File: src/rtl/counter_pkg.sv
// counter_pkg: shared types and defaults for the counter contact scanner.
//   dir_t        - facing / contact direction, value doubles as touch bit index
//   axis_t       - which captured coordinate a region snaps
//   region_t     - one counter-region table entry
//   REGION_TABLE - default kitchen layout (4 regions)
package counter_pkg;

  localparam int unsigned COORD_W_DEF     = 10;
  localparam int unsigned TILE_DEF        = 40;
  localparam int unsigned TILE_OFS_DEF    = 20;
  localparam int unsigned PENG_H_DEF      = 60;
  localparam int unsigned NUM_REGIONS_DEF = 4;

  typedef enum logic [1:0] {
    UP    = 2'd0,
    DOWN  = 2'd1,
    LEFT  = 2'd2,
    RIGHT = 2'd3
  } dir_t;

  typedef enum logic {
    AXIS_X = 1'b0,
    AXIS_Y = 1'b1
  } axis_t;

  // Table coordinates are stored wide and truncated to COORD_W at the point of use.
  typedef logic [15:0] rcoord_t;

  typedef struct packed {
    dir_t    dir;
    rcoord_t px_lo;
    rcoord_t px_hi;
    rcoord_t py_lo;
    rcoord_t py_hi;
    axis_t   snap_axis;
    rcoord_t fixed_coord;
    rcoord_t snap_max;
  } region_t;

  localparam region_t REGION_TABLE [NUM_REGIONS_DEF] = '{
    '{DOWN, 16'd0,  16'd639, 16'd320, 16'd1023, AXIS_X, 16'd380, 16'd620},
    '{DOWN, 16'd60, 16'd370, 16'd160, 16'd160,  AXIS_X, 16'd220, 16'd340},
    '{UP,   16'd60, 16'd370, 16'd280, 16'd280,  AXIS_X, 16'd220, 16'd340},
    '{LEFT, 16'd0,  16'd20,  16'd0,   16'd1023, AXIS_Y, 16'd0,   16'd360}
  };

endpackage

File: src/rtl/tile_snap.sv
// tile_snap: combinational snap of a coordinate onto the counter tile grid, with clamp.
//   v        in  coordinate to snap
//   snap_max in  upper clamp for the snapped value
//   result   out snapped coordinate
module tile_snap
  import counter_pkg::*;
#(
  parameter int unsigned COORD_W  = COORD_W_DEF,
  parameter int unsigned TILE     = TILE_DEF,
  parameter int unsigned TILE_OFS = TILE_OFS_DEF
) (
  input  logic [COORD_W-1:0] v,
  input  logic [COORD_W-1:0] snap_max,
  output logic [COORD_W-1:0] result
);

  localparam logic [COORD_W-1:0] TileC = COORD_W'(TILE);
  localparam logic [COORD_W-1:0] OfsC  = COORD_W'(TILE_OFS);

  logic [COORD_W-1:0] m;
  logic [COORD_W-1:0] base;

  always_comb begin
    m = v % TileC;
    // On a grid line the contact belongs to the tile behind it.
    base = (m == '0) ? (v - OfsC) : (v - m + OfsC);
    result = (base > snap_max) ? snap_max : base;
    if (v < OfsC) begin
      result = OfsC;
    end
  end

endmodule

File: src/rtl/counter_contact_scanner.sv
// counter_contact_scanner: walks the counter region table one entry per clock after a
// start pulse and reports per-direction contact plus the snapped counter tile the
// penguin is facing.
//   Clk, Reset          clock, asynchronous active-high reset
//   start               one-cycle pulse, samples penguinX/penguinY/facing
//   penguinX, penguinY  penguin top-left position
//   facing              0=UP 1=DOWN 2=LEFT 3=RIGHT
//   busy                scan in progress
//   done                one-cycle pulse; results below are valid from this cycle on
//   touch               contact flags, bit index = direction code
//   nearestCounterX/Y   facing-direction counter tile origin, 0 when no contact
module counter_contact_scanner
  import counter_pkg::*;
#(
  parameter int unsigned COORD_W     = COORD_W_DEF,
  parameter int unsigned TILE        = TILE_DEF,
  parameter int unsigned TILE_OFS    = TILE_OFS_DEF,
  parameter int unsigned PENG_H      = PENG_H_DEF,
  parameter int unsigned NUM_REGIONS = NUM_REGIONS_DEF,
  parameter region_t     REGIONS [NUM_REGIONS] = REGION_TABLE
) (
  input  logic               Clk,
  input  logic               Reset,
  input  logic               start,
  input  logic [COORD_W-1:0] penguinX,
  input  logic [COORD_W-1:0] penguinY,
  input  logic [1:0]         facing,
  output logic               busy,
  output logic               done,
  output logic [3:0]         touch,
  output logic [COORD_W-1:0] nearestCounterX,
  output logic [COORD_W-1:0] nearestCounterY
);

  localparam int unsigned IdxW = (NUM_REGIONS > 1) ? $clog2(NUM_REGIONS) : 1;
  localparam logic [IdxW-1:0] LastIdx = IdxW'(NUM_REGIONS - 1);

  // Region tables are authored against the sprite height; reject nonsense configs.
  if (NUM_REGIONS < 1 || PENG_H < 1) begin : g_bad_config
    $error("counter_contact_scanner: NUM_REGIONS and PENG_H must be at least 1");
  end

  typedef enum logic [1:0] {StIdle, StScan, StDone} state_t;

  state_t             state_q, state_d;
  logic [IdxW-1:0]    idx_q, idx_d;
  logic [COORD_W-1:0] cap_x_q, cap_x_d, cap_y_q, cap_y_d;
  logic [1:0]         cap_facing_q, cap_facing_d;
  logic [3:0]         touch_acc_q, touch_acc_d;
  logic [COORD_W-1:0] near_x_acc_q, near_x_acc_d, near_y_acc_q, near_y_acc_d;
  logic [3:0]         touch_q, touch_d;
  logic [COORD_W-1:0] near_x_q, near_x_d, near_y_q, near_y_d;

  region_t            cur;
  logic               hit;
  logic               last;
  logic [COORD_W-1:0] snap_in, snap_res, fixed_c;

  assign cur     = REGIONS[idx_q];
  assign last    = (idx_q == LastIdx);
  assign hit     = (cap_x_q >= COORD_W'(cur.px_lo)) && (cap_x_q <= COORD_W'(cur.px_hi)) &&
                   (cap_y_q >= COORD_W'(cur.py_lo)) && (cap_y_q <= COORD_W'(cur.py_hi));
  assign snap_in = (cur.snap_axis == AXIS_X) ? cap_x_q : cap_y_q;
  assign fixed_c = COORD_W'(cur.fixed_coord);

  tile_snap #(
    .COORD_W  (COORD_W),
    .TILE     (TILE),
    .TILE_OFS (TILE_OFS)
  ) u_tile_snap (
    .v        (snap_in),
    .snap_max (COORD_W'(cur.snap_max)),
    .result   (snap_res)
  );

  // State register
  always_ff @(posedge Clk or posedge Reset) begin
    if (Reset) begin
      state_q <= StIdle;
    end else begin
      state_q <= state_d;
    end
  end

  // Next-state logic; start outside StIdle is dropped.
  always_comb begin
    state_d = state_q;
    unique case (state_q)
      StIdle:  if (start) state_d = StScan;
      StScan:  if (last) state_d = StDone;
      StDone:  state_d = StIdle;
      default: state_d = StIdle;
    endcase
  end

  // Moore outputs
  always_comb begin
    busy = (state_q == StScan);
    done = (state_q == StDone);
  end

  // Datapath next-state
  always_comb begin
    idx_d        = idx_q;
    cap_x_d      = cap_x_q;
    cap_y_d      = cap_y_q;
    cap_facing_d = cap_facing_q;
    touch_acc_d  = touch_acc_q;
    near_x_acc_d = near_x_acc_q;
    near_y_acc_d = near_y_acc_q;
    touch_d      = touch_q;
    near_x_d     = near_x_q;
    near_y_d     = near_y_q;

    if (state_q == StIdle && start) begin
      cap_x_d      = penguinX;
      cap_y_d      = penguinY;
      cap_facing_d = facing;
      touch_acc_d  = '0;
      near_x_acc_d = '0;
      near_y_acc_d = '0;
      idx_d        = '0;
    end else if (state_q == StScan) begin
      // First hit per direction wins, so earlier table entries take priority.
      if (hit && !touch_acc_q[cur.dir]) begin
        touch_acc_d[cur.dir] = 1'b1;
        if (cur.dir == cap_facing_q) begin
          near_x_acc_d = (cur.snap_axis == AXIS_X) ? snap_res : fixed_c;
          near_y_acc_d = (cur.snap_axis == AXIS_X) ? fixed_c : snap_res;
        end
      end
      if (last) begin
        // Publish on entry to StDone so results are valid while done is high.
        touch_d  = touch_acc_d;
        near_x_d = near_x_acc_d;
        near_y_d = near_y_acc_d;
      end else begin
        idx_d = idx_q + 1'b1;
      end
    end
  end

  always_ff @(posedge Clk or posedge Reset) begin
    if (Reset) begin
      idx_q        <= '0;
      cap_x_q      <= '0;
      cap_y_q      <= '0;
      cap_facing_q <= '0;
      touch_acc_q  <= '0;
      near_x_acc_q <= '0;
      near_y_acc_q <= '0;
      touch_q      <= '0;
      near_x_q     <= '0;
      near_y_q     <= '0;
    end else begin
      idx_q        <= idx_d;
      cap_x_q      <= cap_x_d;
      cap_y_q      <= cap_y_d;
      cap_facing_q <= cap_facing_d;
      touch_acc_q  <= touch_acc_d;
      near_x_acc_q <= near_x_acc_d;
      near_y_acc_q <= near_y_acc_d;
      touch_q      <= touch_d;
      near_x_q     <= near_x_d;
      near_y_q     <= near_y_d;
    end
  end

  assign touch           = touch_q;
  assign nearestCounterX = near_x_q;
  assign nearestCounterY = near_y_q;

endmodule
File: config.mk
export PLATFORM = sky130hd
export DESIGN_NAME = counter_contact_scanner
export DESIGN_NICKNAME = d
export VERILOG_FILES = /design/src/rtl/counter_pkg.sv /design/src/rtl/tile_snap.sv /design/src/rtl/counter_contact_scanner.sv
export SDC_FILE = /design/constraint.sdc
export NUM_CORES = 1
export LEC_CHECK = 0
export CAP_MARGIN = 5
export CORE_ASPECT_RATIO = 0.5
export CORE_UTILIZATION = 45
export CTS_CLUSTER_DIAMETER = 80
export DETAILED_ROUTE_END_ITERATION = 10
export GPL_TIMING_DRIVEN = 1
export PLACE_DENSITY = 0.76
export SETUP_SLACK_MARGIN = 0.2
export SLEW_MARGIN = 40
export SYNTH_ARGS = -nofsm -noshare
export SYNTH_HDL_FRONTEND = slang
export SYNTH_SLANG_ARGS = --single-unit
export TNS_END_PERCENT = 10
File: constraint.sdc
create_clock -name Clk -period 7.3 [get_ports Clk]
set_input_delay 2.19 -clock Clk [delete_from_list [all_inputs] [get_ports Clk]]
set_output_delay 2.19 -clock Clk [all_outputs]
set_load 0.01 [all_outputs]
==> impl_metrics.toml <==
[synthesis]
synth_largest_area_cell = "dfrtp_1"
synth_cell_types = 64
ys.flop_type = "dfrtp_1"
synth_area_leaders = "dfrtp_1 (34%), ha_1 (12%), nand2_1 (8.1%), o21ai_0 (4.0%), mux2i_1 (3.9%)"
synth_top_area_share = 0.3412
avgSynthCellArea_um2 = 8.586
ys_seq_elements = 74
synthArstFlopShare = 1.000
ys_warn_count = 0
syn_area_mm2 = 0.005426
synthCells = 632
seq_area_frac_synth = 0.3412
synth_edf_count = 0

[finish]
seqCellArea_mm2 = 0.001854
diodes = 0
area_delta_synth_final_pct = 27.25
multi_input_area_mm2 = 0.003565
layout_commonest_cell = "nand2_1"
final_cell_mix = "nand2_1 (114), dfrtp_1 (72), clkdlybuf4s50_1 (50), ha_1 (46), nor2_1 (41)"
drive_gt1_frac = 0.1711
finalNetCount = 785
fillers = 938

[floorplan]
initial_core_util = 0.4781
die_area_mm2 = 0.01253
rows = 27
fp.dieH_um = 79.65
die_w_um = 157.3
core_region_area_mm2 = 0.01135
ios = 51

[timing]
layout_setup_ws_ns = 0.1367
fmax_mhz = 139.6
worst_slew_pin_slew_ns = 0.8102
layout_min_cycle_time_ns = 7.163
hold_viol = 0
maxSlewViolCount = 0
fin_skew_ns = 0.008139
fin_crit_sh = 0.9813
setup_viol = 0
tns_ns = 0
slew_headroom = 0.4598
hold_slack_ns = 0.4805

[worst_setup_path]
crit_path_end_kind = "flop"
cp-start-kind = "flop"
crit_fanout = 10
required_ns = 7.53
r2r_slack_ns = 0.14
crit_path_max_incr_delay_ns = 0.44
path_common_cell = "a21oi_2"
crit_type = "reg2reg"
crit_slowest_cell = "dfrtp_2"
arrival_ns = 7.40

[clock_network]
cts_root_buffer = "clkbuf_16"
clk_pin_slew_worst_paths_ns = 0.07
ctsLongestPathBuffers = 2
htreeDepth = 3
cts_made_buffers = 9
cts.sinks = 74
cts_tree = "done"
clk_latency_ns = 0.34

[global_routing]
grt_usage = 0.2516
antenna_found_initial = 0
grt_max_degree = 75
overflow = 0
grt_pass1_vias = 5097
grt_first_pass_wirelength_mm = 24.67

[route]
dr.pass1.iters = 5
wl_per_cell_um = 18.04
vias_per_cell = 5.955
drc_errors = 0
drt_iter0_drc = 505
antenna_left = 0
drt-total-wl_mm = 15.73
vias = 5193

[placed_design]
preCtsSetupSlack_ns = -0.1848
portBuffers = 50
dp_hpwl_mm = 10.03
gp_congestion = 0.9024

[job]
max_cap_violations = 0

[hold_path]
hold_class = "reg2reg"

[status]
status = "completed"
## flip-flops by register name (all words and copies together) (netlist names)
signal / flops
cap_y_q: 10
nearestCounterY: 10
idx_q: 2
touch: 4
state_q: 2
cap_x_q: 10
touch_acc_q: 4
nearestCounterX: 10
cap_facing_q: 2
near_x_acc_q: 10
near_y_acc_q: 10
## final timing paths
kind	from	to	depth (start not counted)
max	idx_q[0]	nearestCounterX[4]	33
min	nearestCounterY[0]	nearestCounterY[0]	2
max reg2reg	idx_q[0]	nearestCounterX[4]	33
min reg2reg	nearestCounterY[0]	nearestCounterY[0]	2
max in group asynchronous	Reset	idx_q[0]	3
min in group asynchronous	Reset	nearestCounterX[0]	3
## layer usage
metal / global-route usage / up-vias / share of wire
met2: 0.4018 / 297 / 0.46
met3: 0.06732 / 68 / 0.086
met5: 0 / - / 0
li1: - / 2393 / -
met1: 0.3254 / 2435 / 0.42
met4: 0.09903 / 0 / 0.035
## critical path, delay by kind of cell (launching register included)
family	cells	cell delay [ns]
compound gates	16	2.81
fa+ha+maj	4	1.26
flops	1	0.44
xor+xnor	1	0.14
buf+inv	5	0.60
mux	3	0.98
simple gates	4	0.79
## kinds of logic (layout without fill, tap and decap cells)
logic type | count (synthesis) | count (layout) | synth area share
buffers and inverters | 64 | 142 | 0.05234
flip-flops | 74 | 74 | 0.3413
other | 2 | 4 | 0.001384
AO/OA/AOI/OAI | 157 | 158 | 0.1914
XOR/XNOR | 13 | 13 | 0.02098
adder cells (fa/ha/maj) | 52 | 52 | 0.1213
AND/OR/NAND/NOR | 234 | 234 | 0.1939
multiplexers | 36 | 36 | 0.07747
## area by class of cell
cell class | instances | area share
Sequential cell | 74 | 0.2685
Timing Repair Buffer | 93 | 0.1232
Multi-Input combinational cell | 497 | 0.5162
Clock buffer | 9 | 0.03261
Clock inverter | 7 | 0.01214
Tap cell | 159 | 0.02881
Inverter | 33 | 0.01848
## metrics by stage
stage / instance area [um2] / util / cells
after global placement: 6116 / 0.5388 / 831
after CTS: 6530 / 0.5753 / 849
after detailed placement: 6123 / 0.5395 / 831
final: 6905 / 0.6084 / 872
after floorplan: 5434 / - / 634
after global routing: 6905 / 0.6084 / 872
## synth_stat cells, drive strengths merged (5+ instances only)
library cell / number
nand3: 14
mux2i: 26
or3: 8
a211oi: 5
o211ai: 6
nand2: 117
a21o: 9
o21a: 7
nor2: 44
a21oi: 38
dfrtp: 74
o22ai: 5
xnor2: 10
nand4: 5
a22oi: 12
o21ai: 44
ha: 51
nor2b: 6
buf: 8
mux2: 9
clkbuf: 23
and3: 9
inv: 31
nor3: 14
## what timing repair did
item	4_1_cts	5_1_grt
gates resized for setup	18	36
gates cloned	1	1
pin swaps	2	22
hold buffers	0	0
setup buffers	1	22
setup endpoints to repair	24	28
Power is not shown: default switching activity piles up to over one toggle a cycle in this logic, so the estimate is an artifact.
